===== src/rtl/alu_rr_arbiter.sv =====
// Shares one combinational ALU between two requesters with round-robin grant, one op in flight.
// Latency: request accepted at cycle t, result valid at cycle t+2; minimum issue interval 3 cycles.
// Backpressure: a held response blocks both ports; req*_ready is only ever raised in IDLE.
module alu_rr_arbiter #(
  parameter int WIDTH = 32,
  parameter int FW    = 3
) (
  input  logic             clk,
  input  logic             reset,
  // requester 0
  input  logic             req0_valid,
  output logic             req0_ready,
  input  logic [WIDTH-1:0] req0_a,
  input  logic [WIDTH-1:0] req0_b,
  input  logic [FW-1:0]    req0_f,
  // requester 1
  input  logic             req1_valid,
  output logic             req1_ready,
  input  logic [WIDTH-1:0] req1_a,
  input  logic [WIDTH-1:0] req1_b,
  input  logic [FW-1:0]    req1_f,
  // response 0
  output logic             rsp0_valid,
  input  logic             rsp0_ready,
  output logic [WIDTH-1:0] rsp0_y,
  output logic             rsp0_zero,
  // response 1
  output logic             rsp1_valid,
  input  logic             rsp1_ready,
  output logic [WIDTH-1:0] rsp1_y,
  output logic             rsp1_zero,
  // shared ALU
  output logic [WIDTH-1:0] alu_a,
  output logic [WIDTH-1:0] alu_b,
  output logic [FW-1:0]    alu_f,
  input  logic [WIDTH-1:0] alu_y,
  input  logic             alu_zero,
  // status
  output logic             busy
);

  typedef enum logic [1:0] {
    IDLE = 2'd0,
    EXEC = 2'd1,
    RESP = 2'd2
  } state_t;

  state_t           state;
  state_t           state_nxt;

  logic             any_req;      // at least one requester is offering an op
  logic             pick;         // port that wins arbitration this cycle
  logic             accept;       // request handshake happens this cycle
  logic             gnt;          // port owning the in-flight op
  logic             last_served;  // port whose response completed most recently
  logic             rsp_hs;       // response handshake happens this cycle

  logic [WIDTH-1:0] op_a;
  logic [WIDTH-1:0] op_b;
  logic [FW-1:0]    op_f;

  logic [WIDTH-1:0] res0_y;
  logic             res0_zero;
  logic [WIDTH-1:0] res1_y;
  logic             res1_zero;

  // Arbitration: a lone requester wins; on a tie the port not served last wins.
  always_comb begin
    any_req = req0_valid | req1_valid;
    pick    = 1'b0;
    if (req0_valid && req1_valid) begin
      pick = ~last_served;
    end else if (req1_valid) begin
      pick = 1'b1;
    end
  end

  // Handshake qualifiers; rsp_hs never feeds req*_ready, only state/last_served.
  always_comb begin
    accept = (state == IDLE) && any_req;
    rsp_hs = (state == RESP) && (gnt ? rsp1_ready : rsp0_ready);
  end

  // State register.
  always_ff @(posedge clk or posedge reset) begin
    if (reset) begin
      state <= IDLE;
    end else begin
      state <= state_nxt;
    end
  end

  // Next-state logic: IDLE -> EXEC -> RESP -> IDLE, EXEC lasts exactly one cycle.
  always_comb begin
    state_nxt = state;
    case (state)
      IDLE:    if (any_req) state_nxt = EXEC;
      EXEC:    state_nxt = RESP;
      RESP:    if (rsp_hs) state_nxt = IDLE;
      default: state_nxt = IDLE;
    endcase
  end

  // FSM outputs: ready only in IDLE for the winner, valid only in RESP for the owner.
  always_comb begin
    req0_ready = accept && !pick;
    req1_ready = accept && pick;
    rsp0_valid = (state == RESP) && !gnt;
    rsp1_valid = (state == RESP) && gnt;
    busy       = (state != IDLE);
  end

  // Latch the winning operands and owner on the request handshake; they hold until the next grant.
  always_ff @(posedge clk or posedge reset) begin
    if (reset) begin
      op_a <= '0;
      op_b <= '0;
      op_f <= '0;
      gnt  <= 1'b0;
    end else if (accept) begin
      op_a <= pick ? req1_a : req0_a;
      op_b <= pick ? req1_b : req0_b;
      op_f <= pick ? req1_f : req0_f;
      gnt  <= pick;
    end
  end

  // Capture the ALU result at the end of EXEC into the owning port's result registers.
  always_ff @(posedge clk or posedge reset) begin
    if (reset) begin
      res0_y    <= '0;
      res0_zero <= 1'b0;
      res1_y    <= '0;
      res1_zero <= 1'b0;
    end else if (state == EXEC) begin
      if (gnt) begin
        res1_y    <= alu_y;
        res1_zero <= alu_zero;
      end else begin
        res0_y    <= alu_y;
        res0_zero <= alu_zero;
      end
    end
  end

  // Fairness history advances only when a response is actually taken.
  always_ff @(posedge clk or posedge reset) begin
    if (reset) begin
      last_served <= 1'b1;
    end else if (rsp_hs) begin
      last_served <= gnt;
    end
  end

  // Operand bus and results come straight from registers, so nothing toggles while idle.
  assign alu_a     = op_a;
  assign alu_b     = op_b;
  assign alu_f     = op_f;
  assign rsp0_y    = res0_y;
  assign rsp0_zero = res0_zero;
  assign rsp1_y    = res1_y;
  assign rsp1_zero = res1_zero;

endmodule

===== config.mk =====
export PLATFORM = sky130hd
export DESIGN_NAME = alu_rr_arbiter
export DESIGN_NICKNAME = d
export VERILOG_FILES = /design/src/rtl/alu_rr_arbiter.sv
export SDC_FILE = /design/constraint.sdc
export NUM_CORES = 1
export LEC_CHECK = 0
export CORE_MARGIN = 2
export CORE_UTILIZATION = 35
export CTS_CLUSTER_DIAMETER = 100
export CTS_CLUSTER_SIZE = 10
export DETAILED_ROUTE_END_ITERATION = 7
export PLACE_DENSITY = 0.7
export SYNTH_ARGS = -nofsm -noshare
export SYNTH_HDL_FRONTEND = slang
export SYNTH_SLANG_ARGS = --single-unit

===== constraint.sdc =====
create_clock -name clk -period 5.5 [get_ports clk]
set_input_delay 1.1 -clock clk [delete_from_list [all_inputs] [get_ports clk]]
set_output_delay 1.1 -clock clk [all_outputs]
set_load 0.02 [all_outputs]

==> results of run 1 <==
==> stage by stage <==
step	hold slack [ns]	area, um^2	total power [mW]	setup slack, ns	utilization, %
global route	0.5145	9560	6.315	0.7179	60.18
floorplan	0.5583	5673	3.390	0.7338	-
finish	0.5011	9560	6.010	0.8583	60.18
global placement	0.4853	8926	4.755	0.8789	56.19
CTS	0.5043	9560	6.071	0.8254	60.18
detailed placement	0.4913	8926	4.831	0.8256	56.19
==> state kept, by name, summed over array words and instances, names as in the netlist <==
name	count
alu_b	32
rsp0_y	32
last_served	1
rsp0_zero	1
alu_f	3
gnt	1
alu_a	32
state	2
rsp1_zero	1
rsp1_y	32
==> power by group through the flow <==
stage | clock, mW | combinational, mW | sequential (mW)
after floorplan | 0 | 0.984 | 2.41
after global placement | 0 | 2.95 | 1.81
after detailed placement | 0 | 3.00 | 1.83
after CTS | 1.24 | 3.00 | 1.83
after global routing | 1.28 | 3.14 | 1.89
final | 1.21 | 2.97 | 1.83
==> path summary, 6_finish.rpt <==
kind	start	end	slack, ns
worst max-delay path	req0_valid	req0_ready	0.86
worst min-delay path	rsp1_y[23]$_DFFE_PP0P_	rsp1_y[23]$_DFFE_PP0P_	0.50
worst max register to register	state[0]$_DFFE_PP0P_	alu_a[10]$_DFFE_PP0P_	3.13
worst min register to register	rsp1_y[23]$_DFFE_PP0P_	rsp1_y[23]$_DFFE_PP0P_	0.50
max in group asynchronous	reset	last_served$_DFFE_PP1P_	3.14
min in group asynchronous	reset	rsp1_y[1]$_DFFE_PP0P_	1.24
==> cell usage in the layout (no fill, tap or decap), types with 2 or more instances in the layout <==
cell type,count
nand2_1,60
a31oi_1,29
and3_1,38
inv_1,2
nand2b_1,2
bufinv_16,4
a21o_1,2
mux2_2,67
clkdlybuf4s50_1,310
clkbuf_16,17
clkinvlp_4,3
a221o_1,38
nor2_4,2
dfrtp_1,136
inv_6,3
nor2_1,2
a21oi_1,29
clkinv_4,3
buf_4,6
==> logic make-up (layout without fill, tap and decap cells) <==
| logic type | count (synthesis) | after routing | synth area share [%] |
|---|---|---|---|
| flip-flops | 137 | 137 | 60.45 |
| AO/OA/AOI/OAI | 102 | 102 | 13.34 |
| buffers and inverters | 41 | 351 | 3.507 |
| AND/OR/NAND/NOR | 109 | 109 | 9.396 |
| multiplexers | 67 | 67 | 13.30 |
==> layer usage <==
| metal | share of wire (%) | track usage, % | vias to the layer above | wire length, um |
|---|---|---|---|---|
| met4 | 2.8 | 7.729 | 0 | 509 |
| met5 | 0 | 0 | - | 0 |
| met1 | 40 | 24.77 | 2471 | 7127 |
| met2 | 51 | 35.44 | 228 | 9083 |
| met3 | 6.9 | 6.404 | 38 | 1231 |
| li1 | - | - | 2275 | - |
==> cell type report <==
type,count,area (um^2)
Tap cell,216,270.3
Timing Repair Buffer,316,3148
Clock buffer,19,442.9
Inverter,3,16.27
Sequential cell,137,3430
Multi-Input combinational cell,278,2062
Fill cell,1266,6325
Clock inverter,13,191.4
==> key figures, run 1 <==
Clock network
  – Clk buf depth: 2
  – Worst-skew pair later-pin latency: 0.41 ns
  – CTS Root Cell: clkbuf_16
  – CTS tree: yes
  – CTS Sinks: 137
  – Inserted Clock Buffers: 17
  – Number of H-tree levels: 4
  – Reg clk slew, reported paths: 0.05 ns
  – CTS hold repair buffers: 0
  – Postcts setup bufs: 0
  – Cts repair resizes: 0

Synthesis
  – Area of the mapped netlist: 5673 um^2
  – Register area share after synthesis: 60.45%
  – Mapped Cells: 456
  – Commonest cells post-synth: dfrtp_1 (136), mux2_2 (67), nand2_1 (60), a221o_1 (38), and3_1 (38)
  – Syn Area/Cell: 12.44 um^2
  – Post-synth top area share: 59.99%
  – Most frequent cell after synthesis: dfrtp_1
  – Synth area leader: dfrtp_1
  – Ys async rst share: 100.0%
  – Post-Syn Nets: 629
  – Ys flop type: dfrtp_1
  – Flops & latches, synth: 137
  – Synth unique cells: 27
  – Synth top area cells: dfrtp_1 (60%), mux2_2 (13%), a221o_1 (6.7%)
  – Synth Warn #: 0
  – Number of synthesized flops with an enable pin: 0

Detailed routing
  – Drt wl/cell: 18.28 um
  – Via density: 5.104
  – Post-route DRC violation count: 0
  – Final wirelength: 17,950 um
  – DR vias: 5,012
  – Router iterations before antenna repair: 4
  – 1st-iter DRT viols: 212
  – Antenna-violating nets left: 0

GRT
  – GRT overflow: 0
  – First-pass GRT wire length: 28,430 um
  – Vias in the first global route: 5,140
  – Gr usage total: 20.79%
  – Largest net degree at the start of global routing: 100
  – Initial antenna violation count: 0

Critical path
  – CP Max Fanout: 39
  – Crit path max-delay family: buffers and inverters
  – Number of cells on the critical path: 4
  – Startpoint Class: primary input
  – CP arrival: 3.54 ns
  – Max stage delay cell, worst path: clkdlybuf4s50_1
  – Most frequent CP cell: clkdlybuf4s50_1
  – Required time worst endpoint: 4.40 ns
  – Critical Path Max Stage Delay: 0.69 ns
  – Crit path cell chain: clkdlybuf4s50_1, a21bo_2, and3_4, clkdlybuf4s50_1
  – Worst setup path class: primary input to output port
  – Buf/Inv on CP: 2
  – FF-to-FF path depth: 5
  – Crit. End Element: output port

Timing
  – RSZ-0062 raised after global routing: false
  – Sum Neg Setup Slack: 0 ns
  – Worst Tran Pin Value: 1.006 ns
  – Final Max Tran Viols: 0
  – FMAX: 215.4 MHz
  – Crit path time final: 4.642 ns
  – Final setup violation count: 0
  – Clock skew: 0.009913 ns
  – Final hold violations: 0
  – Slew margin rel.: 32.78%
  – Final period util: 84.39%

Cells and area
  – N_diodes: 0
  – Net count, final: 926
  – Final std cells w/o fill: 982
  – Area growth, synth to finish: 68.53%
  – Share of layout cells above drive strength 1: 14.49%

Floorplanning
  – Num rows: 46
  – DIE HEIGHT: 131.3 um
  – Die footprint: 17,240 um^2
  – Core Area: 15,890 um^2
  – Starting density of the core: 35.71%
  – I/O pin count: 311
  – Die Wd: 131.3 um

Power and ir drop
  – Reg power frac: 30.4%
  – Clock share of power: 20.2%
  – Internal Power: 3.803 mW
  – Comb pwr share: 49.4%
  – Psw: 2.206 mW
  – Pwr Density: 628.6 nW/um^2
  – Sw frac: 36.71%
  – Leakage: 4.048 nW
  – Max IR drop VDD: 0.2889 mV

Outcome
  – Status: finished clean

Worst hold path
  – Hold path cells: 1
  – Worst hold path type: flop to flop

Place
  – GPL Wtd Cong: 0.8553
  – PortBufs: 310
  – Placed insts: 950
  – Dpl hpwl: 12,790 um

Run
  – Max cap viols: 0
Power figures use the tool's default switching activity.
==> run 2: changes to the inputs <==
--- a/config.mk
+++ b/config.mk
@@ -10,7 +10,7 @@
 export CTS_CLUSTER_DIAMETER = 100
 export CTS_CLUSTER_SIZE = 10
 export DETAILED_ROUTE_END_ITERATION = 7
-export PLACE_DENSITY = 0.7
+export PLACE_DENSITY = 0.72
 export SYNTH_ARGS = -nofsm -noshare
 export SYNTH_HDL_FRONTEND = slang
 export SYNTH_SLANG_ARGS = --single-unit
==> constraint.sdc (replaced) <==
create_clock -name clk -period 4.2 [get_ports clk]
set_input_delay 0.84 -clock clk [delete_from_list [all_inputs] [get_ports clk]]
set_output_delay 0.84 -clock clk [all_outputs]
set_load 0.02 [all_outputs]
==> key figures, run 2 (synthesized netlist as in run 1, its figures left out) <==
Floorplanning
  – Num rows: 46 (unchanged)
  – Die footprint: 17,240 um^2 (unchanged)
  – Starting density of the core: 35.71% (unchanged)
  – Core Area: 15,890 um^2 (unchanged)
  – Die Wd: 131.3 um (unchanged)
  – I/O pin count: 311 (unchanged)
  – DIE HEIGHT: 131.3 um (unchanged)

Timing
  – RSZ-0062 raised after global routing: false
  – FMAX: 287.6 MHz
  – Clock skew: 0.01111 ns (+0.001196 ns)
  – Final hold violations: 0 (unchanged)
  – Sum Neg Setup Slack: 0 ns (unchanged)
  – Final period util: 82.78%
  – Worst Tran Pin Value: 0.9978 ns (-0.008164 ns)
  – Slew margin rel.: 33.32% (+0.55 points)
  – Crit path time final: 3.477 ns
  – Final Max Tran Viols: 0 (unchanged)
  – Final setup violation count: 0 (unchanged)

Critical path
  – FF-to-FF path depth: 3 (-2)
  – Startpoint Class: primary input
  – Required time worst endpoint: 3.36 ns (-1.04 ns)
  – CP arrival: 2.64 ns (-0.90 ns)
  – Worst setup path class: primary input to output port
  – Crit. End Element: output port
  – CP Max Fanout: 30 (-23%)

Power and ir drop
  – Reg power frac: 30.9% (+0.5 points)
  – Psw: 2.859 mW (+30%)
  – Pwr Density: 812.5 nW/um^2 (+29%)
  – Leakage: 4.037 nW (-0.28%)
  – Clock share of power: 19.0% (-1.2 points)
  – Sw frac: 36.87% (+0.16 points)
  – Pwr Total: 7.755 mW (+29%)
  – Internal Power: 4.896 mW (+29%)
  – Comb pwr share: 50.2% (+0.8 points)
  – Max IR drop VDD: 0.3012 mV (+4.2%)

Worst hold path
  – Hold path cells: 1 (unchanged)
  – Worst hold path type: flop to flop

Cells and area
  – Most frequent cells in the layout: clkdlybuf4s50_1 (310), dfrtp_1 (136), mux2_2 (67)
  – N_diodes: 0 (unchanged)
  – Net count, final: 928 (+0.22%)
  – Share of layout cells above drive strength 1: 14.58% (+0.092 points)
  – Most common cell after layout, fill and taps aside: clkdlybuf4s50_1
  – Area growth, synth to finish: 68.24%

Clock network
  – Clk buf depth: 2 (unchanged)
  – Number of H-tree levels: 4 (unchanged)
  – Cts repair resizes: 0 (unchanged)
  – CTS Sinks: 137 (unchanged)
  – Inserted Clock Buffers: 17 (unchanged)
  – Reg clk slew, reported paths: 0.05 ns (about the same)
  – Worst-skew pair later-pin latency: 0.41 ns (about the same)
  – CTS tree: yes
  – Postcts setup bufs: 0 (unchanged)
  – CTS Root Cell: clkbuf_16
  – CTS hold repair buffers: 0 (unchanged)

GRT
  – Vias in the first global route: 5,147 (+0.14%)
  – GRT overflow: 0 (unchanged)
  – First-pass GRT wire length: 27,550 um (-3.1%)
  – Initial antenna violation count: 0 (unchanged)
  – Gr usage total: 20.17% (-0.61 points)
  – Largest net degree at the start of global routing: 138 (+38%)

Detailed routing
  – Final wirelength: 17,360 um (-3.3%)
  – 1st-iter DRT viols: 201 (-5.2%)
  – DR vias: 4,944 (-1.4%)
  – Post-route DRC violation count: 0 (unchanged)
  – Drt wl/cell: 17.64 um (-3.5%)
  – Via density: 5.024 (-1.6%)
  – Antenna-violating nets left: 0 (unchanged)
  – Router iterations before antenna repair: 6 (+2)

Place
  – GPL Wtd Cong: 0.8046 (-5.9%)
  – Dpl hpwl: 12,320 um (-3.7%)
  – PortBufs: 310 (unchanged)

Run
  – Max cap viols: 0 (unchanged)

Outcome
  – Status: finished clean
==> run 2: critical path, cell delays in order <==
cell and delay (ns):
clkdlybuf4s50_1 0.48, a21bo_2 0.25, buf_4 0.22, nor2_1 0.21, clkdlybuf4s50_1 0.64
==> run 2: per-layer routing <==
layer | global-route usage (%) | wire [um] | part of all wire [%]
met1 | 23.97 | 7081 | 41
met4 | 7.186 | 449 | 2.6
met5 | 0 | 0 | 0
met2 | 34.06 | 8466 | 49
met3 | 6.944 | 1357 | 7.8
==> run 2: worst paths after layout <==
kind                                       startpoint                    end  slack [ns]
worst max-delay path                       req0_valid             req1_ready        0.72
worst min-delay path            rsp0_y[8]$_DFFE_PP0P_  rsp0_y[8]$_DFFE_PP0P_        0.50
max in group asynchronous                       reset   alu_b[9]$_DFFE_PP0P_        2.64
worst min register to register  rsp0_y[8]$_DFFE_PP0P_  rsp0_y[8]$_DFFE_PP0P_        0.50
min in group asynchronous                       reset  rsp0_zero$_DFFE_PP0P_        0.95
worst max register to register   state[1]$_DFFE_PP0P_  rsp0_y[1]$_DFFE_PP0P_        2.23
==> run 2: power by group through the flow <==
| stage | registers (mW) | clock network [mW] | logic [mW] |
|---|---|---|---|
| global route | 2.49 | 1.57 | 4.11 |
| detailed placement | 2.41 | 0 | 3.93 |
| finish | 2.40 | 1.47 | 3.89 |
| CTS | 2.40 | 1.50 | 3.93 |
| floorplan | 3.15 | 0 | 1.29 |
| global placement | 2.38 | 0 | 3.85 |
==> run 2: cell type report <==
class,count,area (um^2)
Clock buffer,22,474.2
Inverter,3,15.01
Multi-Input combinational cell,278,2062
Tap cell,216,270.3
Sequential cell,137,3430
Clock inverter,10,117.6
Fill cell,1291,6341
Timing Repair Buffer,318,3176
==> run 2: stage by stage <==
step           hold slack, ns  util [%]  area (um^2)  std cells  setup WS [ns]
2_1_floorplan          0.5583         -         5677        456          1.654
3_3_place_gp           0.4869     56.36         8952        952         0.7702
3_5_place_dp           0.4923     56.36         8952        952         0.7303
4_1_cts                0.5056     60.08         9544        984         0.7155
5_1_grt                0.5126     60.08         9544        984         0.6517
6_report               0.5021     60.08         9544        984         0.7232
==> run 3: changes to the inputs <==
--- a/config.mk
+++ b/config.mk
@@ -10,7 +10,7 @@
 export CTS_CLUSTER_DIAMETER = 100
 export CTS_CLUSTER_SIZE = 10
 export DETAILED_ROUTE_END_ITERATION = 7
-export PLACE_DENSITY = 0.72
+export PLACE_DENSITY = 0.7
 export SYNTH_ARGS = -nofsm -noshare
 export SYNTH_HDL_FRONTEND = slang
 export SYNTH_SLANG_ARGS = --single-unit
==> constraint.sdc (replaced) <==
create_clock -name clk -period 3.4 [get_ports clk]
set_input_delay 0.68 -clock clk [delete_from_list [all_inputs] [get_ports clk]]
set_output_delay 0.68 -clock clk [all_outputs]
set_load 0.02 [all_outputs]
==> key figures, run 3 (synthesized netlist as in run 1, its figures left out) <==
Detailed routing
  – DR vias: 5,019 (+1.5%)
  – Via density: 5.085 (+1.2%)
  – 1st-iter DRT viols: 240 (+19%)
  – Antenna-violating nets left: 0 (unchanged)
  – Drt wl/cell: 17.97 um (+1.9%)
  – Post-route DRC violation count: 0 (unchanged)
  – Router iterations before antenna repair: 4 (-2)
  – Final wirelength: 17,730 um (+2.2%)

GRT
  – Vias in the first global route: 5,153 (+0.12%)
  – First-pass GRT wire length: 28,320 um (+2.8%)
  – Largest net degree at the start of global routing: 89 (-36%)
  – Initial antenna violation count: 0 (unchanged)
  – GRT overflow: 0 (unchanged)
  – Gr usage total: 20.71% (+0.54 points)

Cells and area
  – Most common cell after layout, fill and taps aside: clkdlybuf4s50_1
  – Most frequent cells in the layout: clkdlybuf4s50_1 (310), dfrtp_1 (136), mux2_2 (67)
  – Register area: 3430 um^2 (unchanged)
  – Area of the multi-input gates: 2062 um^2 (unchanged)
  – Fillers: 1,279 (-0.93%)
  – Area growth, synth to finish: 69.81%
  – Net count, final: 931 (+0.32%)
  – N_diodes: 0 (unchanged)
  – Share of layout cells above drive strength 1: 15.18% (+0.59 points)

Place
  – PortBufs: 310 (unchanged)
  – Dpl hpwl: 12,870 um (+4.4%)
  – Pre-CTS setup slack: 0.4286 ns (-0.3017 ns)
  – GPL Wtd Cong: 0.8384 (+4.2%)

Worst hold path
  – Worst hold path type: flop to flop
  – Hold path cells: 1 (unchanged)

Critical path
  – Max stage delay cell, worst path: clkdlybuf4s50_1
  – Worst setup path class: primary input to output port
  – Crit path max-delay family: buffers and inverters
  – Buf/Inv on CP: 2 (-1)
  – CP Max Fanout: 3 (-90%)
  – Startpoint Class: primary input
  – CP arrival: 2.26 ns (-0.38 ns)
  – Crit. End Element: output port
  – Crit path cell chain: clkdlybuf4s50_1, a21bo_2, and3_4, clkdlybuf4s50_1
  – Critical Path Max Stage Delay: 0.65 ns (about the same)
  – Most frequent CP cell: clkdlybuf4s50_1
  – FF-to-FF path depth: 3 (unchanged)
  – Required time worst endpoint: 2.72 ns (-0.64 ns)
  – Number of cells on the critical path: 4 (-1)

Power and ir drop
  – Clock share of power: 20.3% (+1.3 points)
  – Comb pwr share: 49.3% (-0.9 points)
  – Max IR drop VDD: 0.4492 mV (+49%)
  – Internal Power: 6.194 mW (+27%)
  – Leakage: 4.087 nW (+1.3%)
  – Sw frac: 36.52% (-0.35 points)
  – Pwr Density: 1013 nW/um^2 (+25%)
  – Pwr Total: 9.756 mW (+26%)
  – Psw: 3.563 mW (+25%)
  – Reg power frac: 30.4% (-0.5 points)

Floorplanning
  – Num rows: 46 (unchanged)
  – Die Wd: 131.3 um (unchanged)
  – DIE HEIGHT: 131.3 um (unchanged)
  – Core Area: 15,890 um^2 (unchanged)
  – Die footprint: 17,240 um^2 (unchanged)
  – Starting density of the core: 35.71% (unchanged)
  – I/O pin count: 311 (unchanged)

Timing
  – RSZ-0062 raised after global routing: false
  – Sum Neg Setup Slack: 0 ns (unchanged)
  – Final hold violations: 0 (unchanged)
  – Final setup violation count: 0 (unchanged)
  – Final worst slack: 0.4569 ns (-0.2663 ns)
  – FMAX: 339.8 MHz
  – Final period util: 86.56%
  – Slew margin rel.: 34.65% (+1.3 points)
  – Clock skew: 0.006905 ns (-0.004204 ns)
  – Worst Tran Pin Value: 0.9779 ns (-0.01984 ns)
  – Crit path time final: 2.943 ns
  – Final Max Tran Viols: 0 (unchanged)

Clock network
  – Number of H-tree levels: 4 (unchanged)
  – Clk buf depth: 2 (unchanged)
  – CTS Root Cell: clkbuf_16
  – Inserted Clock Buffers: 17 (unchanged)
  – Cts repair resizes: 0 (unchanged)
  – Reg clk slew, reported paths: 0.05 ns (about the same)
  – CTS hold repair buffers: 0 (unchanged)
  – Worst-skew pair later-pin latency: 0.41 ns (about the same)
  – CTS tree: yes
  – CTS Sinks: 137 (unchanged)
  – Postcts setup bufs: 0 (unchanged)

Run
  – Max cap viols: 0 (unchanged)

Outcome
  – Status: finished clean
[run 3: changes by cell type in the layout (fill, tap and decap cells not counted), sizes merged]
cell / delta
clkinvlp: -2
bufinv: +2
clkinv: +2
buf: +3
clkbuf: -3
inv: +1
[run 3: final timing paths]
path / startpoint / to / slack [ns]
min in group asynchronous: reset / alu_b[15]$_DFFE_PP0P_ / 0.73
max: req0_valid / req0_ready / 0.46
min: rsp0_y[13]$_DFFE_PP0P_ / rsp0_y[13]$_DFFE_PP0P_ / 0.50
max in group asynchronous: reset / last_served$_DFFE_PP1P_ / 2.22
max reg2reg: state[1]$_DFFE_PP0P_ / rsp0_y[10]$_DFFE_PP0P_ / 1.45
min reg2reg: rsp0_y[13]$_DFFE_PP0P_ / rsp0_y[13]$_DFFE_PP0P_ / 0.50
[run 3: final cells by class]
class	count	area share [%]
clock buffer	19	4.702
clock inverter	13	2.000
timing repair buffer	321	33.33
inverter	3	0.1559
multi-input combinational	278	21.41
sequential	137	35.60
tap	216	2.806
[run 3: power groups by stage]
stage          combinational [mW]  clock [mW]  sequential, mW
6_report                     4.81        1.98            2.96
5_1_grt                      5.08        2.10            3.07
4_1_cts                      4.86        2.03            2.97
3_5_place_dp                 4.86           0            2.97
3_3_place_gp                 4.77           0            2.93
2_1_floorplan                1.59           0            3.89
[run 3: through the flow]
stage	instances	cell area (um^2)	utilization [%]	hold slack [ns]
final	987	9633	60.64	0.5031
after global routing	987	9633	60.64	0.5189
after CTS	987	9633	60.64	0.5068
after detailed placement	955	8987	56.58	0.4934
after global placement	955	8987	56.58	0.4876
after floorplan	456	5677	-	0.5583
[run 3: layer usage]
layer / track usage (%) / up-vias / routed length [um]
met5: 0 / - / 0
met4: 8.213 / 0 / 501
met3: 5.170 / 40 / 1068
met2: 35.26 / 251 / 8934
met1: 25.30 / 2442 / 7229
li1: - / 2286 / -
==> RTL edit 1 (config.mk and constraints of run 2) <==
Change the parameter `FW` from 3 to 6.
--- a/src/rtl/alu_rr_arbiter.sv
+++ b/src/rtl/alu_rr_arbiter.sv
@@ -5,3 +5,3 @@
   parameter int WIDTH = 32,
-  parameter int FW    = 3
+  parameter int FW    = 6
 ) (
Interface: changed (resized alu_f, req0_f and req1_f); port bits go from 311 to 320. No check against the original RTL was run, so the function may have changed too.
==> RTL edit 1 against run 2 <==
Count of clock-buffer cells in the layout is 4 lower. Routed wire length increased by 6.5%. Critical path depth fell by 1. Area after synthesis up 2.4%. Worst setup slack got worse by 0.0073 ns. Combinational power up 2%. Utilization is 0.42 points lower. Hold slack better by 0.0029 ns. Via count increased by 2.5%. Design area up 2.6%. Sequential cell count grew 3. Power grew 3.3%.
==> RTL edit 1: results (changes against run 2) <==
- Status: finished, final reports clean
- Async S/R FF share, synth: 1.00 (unchanged)
- Least-Margin Pin Slew: 1.02 ns (+0.0249 ns)
- Setup Buffers After CTS: 0 (unchanged)
- Layout net count: 953 (+2.7%)
- PostCTS Resize Cnt: 0 (unchanged)
- Met3 GRT Util: 0.0805 (+0.0110)
- Syn Inst Count: 467 (+2.4%)
- Post-synth top flop: dfrtp_1
- Sequential area share after synthesis: 0.603 (-0.00140)
- Clock skew: 0.00619 ns (-0.00492 ns)
- Clock Latency Late Sink: 0.41 ns (about the same)
- Share of cells above drive strength 1: 0.144 (-0.00225)
- Synth top cells by count: dfrtp_1, mux2_2, nand2_1
- GPL Wtd Cong: 0.845 (+5.0%)
- Drt initial violations: 198 (-1.5%)
- Syn_nets: 646 (+2.7%)
- Number of global-route vias before repair: 5,172 (+0.49%)
- Overall routing resource usage: 0.207 (+0.00556)
- Leakage power: 4.16 nW (+3.0%)
- Dpl cells: 975 (+2.4%)
- DRT Pass-1 Iters: 4 (-2)
- Final wirelength: 18,500 um (+6.5%)
- EDFF count, synth: 0 (unchanged)
- GR Util met2: 0.342 (+0.00161)
- M1 WL: 7530 um (+6.4%)
- Hold Crit Class: register to register
- Clk buf depth: 2 (unchanged)
- Hold Crit Depth: 1 (unchanged)
- Detail Placement HPWL: 13,400 um (+9.1%)
- Post-Place Worst Slack: 0.700 ns (-0.0308 ns)
- First-pass GRT wire length: 28,400 um (+3.2%)
- R2R depth: 5 (+2)
- Largest net degree at the start of global routing: 75 (-46%)
- Max VDD drop: 0.000338 V (+12%)
- # diodes: 0 (unchanged)
- Yosys warnings: 0 (unchanged)
- Initial antenna violation count: 0 (unchanged)
- Clock H-tree levels: 4 (unchanged)
- Synth cell types: 27 (unchanged)
- Met2 WL: 8850 um (+4.6%)
- Crit path max fanout: 17 (-43%)
- TritonCTS buffer count: 17 (unchanged)
- I/O Buffers: 319 (+2.9%)
- Drt wl/cell: 18.3 um (+4.0%)
- Vias: 5,069 (+2.5%)
- Synth area leaders: dfrtp_1, mux2_2, a221o_1
- Met1 Usage GRT: 0.251 (+0.0112)
- Clock-pin slew on the worst setup and hold paths: approximately 0.06 ns
- Placed Area: 9170 um^2 (+2.5%)
- Met3 Wirelength: 1730 um (+27%)
- Max layer used: met4
- CTS root buf: clkbuf_16
-- RTL edit 1: cell count changes in the layout (fill, tap and decap cells not counted), moves of 2 or more --
cell,change
inv_6,+3
and3_1,+4
inv_8,+2
clkbuf_8,-3
clkdlybuf4s50_1,+9
dfrtp_1,+3
a221o_1,+3
clkinvlp_4,-2
-- RTL edit 1: power by group --
part           internal [W]  leakage [nW]  switching (W)
registers           0.00205          1.65       0.000417
clock network      0.000950         0.296       0.000610
logic               0.00201          2.22        0.00197
-- RTL edit 1: cell type report --
class | instances | area [um^2]
clock inverters | 14 | 185
clock buffers | 18 | 429
inverters | 3 | 15.0
repair buffers | 328 | 3270
fillers | 1289 | 6620
multi-input cells | 284 | 2110
flip-flops and latches | 140 | 3500
well taps | 220 | 275
-- RTL edit 1: worst paths after layout --
kind	from	end	slack, ns
worst min-delay path	rsp1_y[27]$_DFFE_PP0P_	rsp1_y[27]$_DFFE_PP0P_	0.51
min in group asynchronous	reset	alu_b[9]$_DFFE_PP0P_	0.74
worst max-delay path	req0_valid	req0_ready	0.72
max in group asynchronous	reset	alu_a[0]$_DFFE_PP0P_	2.45
worst max register to register	state[0]$_DFFE_PP0P_	alu_a[31]$_DFFE_PP0P_	1.47
worst min register to register	rsp1_y[27]$_DFFE_PP0P_	rsp1_y[27]$_DFFE_PP0P_	0.51
-- RTL edit 1: kinds of logic (layout without fill, tap and decap cells) --
kind of cell,Yosys count,after routing,synth area share
and+or+nand+nor,112,112,0.0950
AOI/OAI and AO/OA,105,105,0.135
muxes,67,67,0.130
DFF,140,140,0.603
buffers and inverters,43,363,0.0372
-- RTL edit 1: worst max-delay path, cell delays in order --
cell and delay, ns:
clkdlybuf4s50_1 0.55, a21bo_2 0.35, and3_1 0.25, clkdlybuf4s50_1 0.65
==> RTL edit 2 (settings of run 2) <==
Without the edit above. Re-encode `state_t` (3 states) as one-hot, 3 bits wide.
--- a/src/rtl/alu_rr_arbiter.sv
+++ b/src/rtl/alu_rr_arbiter.sv
@@ -41,6 +41,6 @@
 
-  typedef enum logic [1:0] {
-    IDLE = 2'd0,
-    EXEC = 2'd1,
-    RESP = 2'd2
+  typedef enum logic [2:0] {
+    IDLE = 3'b001,
+    EXEC = 3'b010,
+    RESP = 3'b100
   } state_t;
Behaviour: no difference found for any inputs over 10 cycles, from zero or initial values and one cycle with reset high; not proved beyond that.
==> RTL edit 2 against run 2 <==
Sequential cell count increased by 1. Die area rose by 3.9%. Routed wire length increased by 2.5%. Area after synthesis up 4.0%. Non-clock buffer count down 1. Design area increased by 1.6%. Worst setup slack better by 0.058 ns. Largest power group unchanged. Power shrank 2.2%.
==> RTL edit 2: results (changes against run 2) <==
- Synth top cells by count: dfrtp_1, nand2_1, a221o_1, nor3_1, mux2_1
- DRT Pass-1 Iters: 5 (-1)
- TritonCTS buffer count: 17 (unchanged)
- Comb. pwr: 0.00370 W (-5%)
- Post-synthesis adder-cell area fraction: 0 (unchanged)
- Sequential area share after synthesis: 0.586 (-0.0186)
- Setup Buffers After CTS: 0 (unchanged)
- # diodes: 0 (unchanged)
- Clock Latency Late Sink: 0.41 ns (about the same)
- Clock H-tree levels: 4 (unchanged)
- Layout net count: 939 (+1.2%)
- Clock skew: 0.00830 ns (-0.00281 ns)
- Seq pwr share: 0.311 (+0.002)
- First-pass GRT wire length: 27,900 um (+1.3%)
- Synth top area share: 0.577 (-0.0229)
- CTS root buf: clkbuf_16
- Leakage power: 4.06 nW (+0.70%)
- Post-synth top flop: dfrtp_1
- Vias: 5,119 (+3.5%)
- Drt wl/cell: 17.8 um (+1.0%)
- Mux share of post-synthesis cell area: 0.128 (-0.00508)
- Critical Path AT: 2.58 ns (-0.06 ns)
- GPL Wtd Cong: 0.796 (-1.1%)
- Dpl cells: 967 (+1.6%)
- Detail Placement HPWL: 12,700 um (+3.3%)
- Overall routing resource usage: 0.197 (-0.00439)
- Largest net degree at the start of global routing: 90 (-35%)
- Async S/R FF share, synth: 1.00 (unchanged)
- Clock-pin slew on the worst setup and hold paths: 0.06 ns
- Max-slew headroom: 0.495 (+0.161)
- Placed Area: 9090 um^2 (+1.6%)
- Post-Syn Area per Cell: 12.4 um^2 (-0.19%)
- Complex-gate fraction of the synthesized area: 0.119 (-0.0140)
- Yosys warnings: 0 (unchanged)
- Number of global-route vias before repair: 5,203 (+1.1%)
- Clk buf depth: 2 (unchanged)
- Layout Cells excl Fill: 998 (+1.4%)
- Syn_nets: 648 (+3.0%)
- Max_cap viols: 0 (unchanged)
- I/O Buffers: 310 (unchanged)
- Synth cell types: 25 (-7.4%)
- Synth area leaders: dfrtp_1, mux2_1, a221o_1
- Drt initial violations: 189 (-6.0%)
- Status: finished, final reports clean
- R2R setup slack: 2.15 ns (-0.08 ns)
- Initial antenna violation count: 0 (unchanged)
- Synth Area in XOR/XNOR: 0 (unchanged)
- P_seq: 0.00236 W (-2%)
- Worst hold slack: 0.482 ns (-0.0198 ns)
- Sw Ratio: 0.367 (-0.00164)
- Crit path max fanout: 39 (+30%)
- Hold Crit Class: register to register
- Share of cells above drive strength 1: 0.0746 (-0.0713)
- PostCTS Resize Cnt: 0 (unchanged)
- Max VDD drop: 0.000371 V (+23%)
- Min setup slack post-route: 0.782 ns (+0.0584 ns)
- Post-Place Worst Slack: 0.978 ns (+0.247 ns)
[RTL edit 2: cell types whose count changed in the layout (fill, tap and decap cells not counted), sizes merged, moves of 4 or more]
cell / change
nand2: +10
a221o: +29
and3: -38
clkbuf: -4
nor3: +67
a21oi: -29
a31oi: -29
[RTL edit 2: kinds of logic after synthesis]
group,count (synthesis)
compound gates,72
buf+inv,50
flops,138
mux,67
simple gates,148
[RTL edit 2: critical path, cell delays in order (launching register included)]
cell and delay (ns):
dfstp_2 0.37, nor3b_2 0.18, inv_2 0.43, buf_4 0.47, clkdlybuf4s50_1 0.70
[RTL edit 2: final cells by class]
cell class              instances  area [um^2]
clock buffers                  18          439
inverters                       5         22.5
repair buffers                317         3160
well taps                     220          275
flip-flops and latches        138         3460
clock inverters                13          168
multi-input cells             287         2180
fillers                      1315         6820
[RTL edit 2: final timing paths]
kind | from | end | cells past startpoint
min in group asynchronous | reset | alu_b[3]$_DFFE_PP0P_ | 2
worst min register to register | rsp1_y[27]$_DFFE_PP0P_ | rsp1_y[27]$_DFFE_PP0P_ | 1
worst max register to register | state[0]$_DFFE_PP1P_ | alu_b[28]$_DFFE_PP0P_ | 4
worst min-delay path | rsp1_y[27]$_DFFE_PP0P_ | rsp1_y[27]$_DFFE_PP0P_ | 1
worst max-delay path | state[0]$_DFFE_PP1P_ | busy | 4
max in group asynchronous | reset | alu_a[26]$_DFFE_PP0P_ | 3
[RTL edit 2: per-layer routing]
metal / track usage / routed length [um] / up-vias
met5: 0 / 0 / -
met4: 0.0798 / 466 / 0
met3: 0.0601 / 1520 / 36
met2: 0.322 / 8510 / 249
met1: 0.245 / 7290 / 2492
li1: - / - / 2342
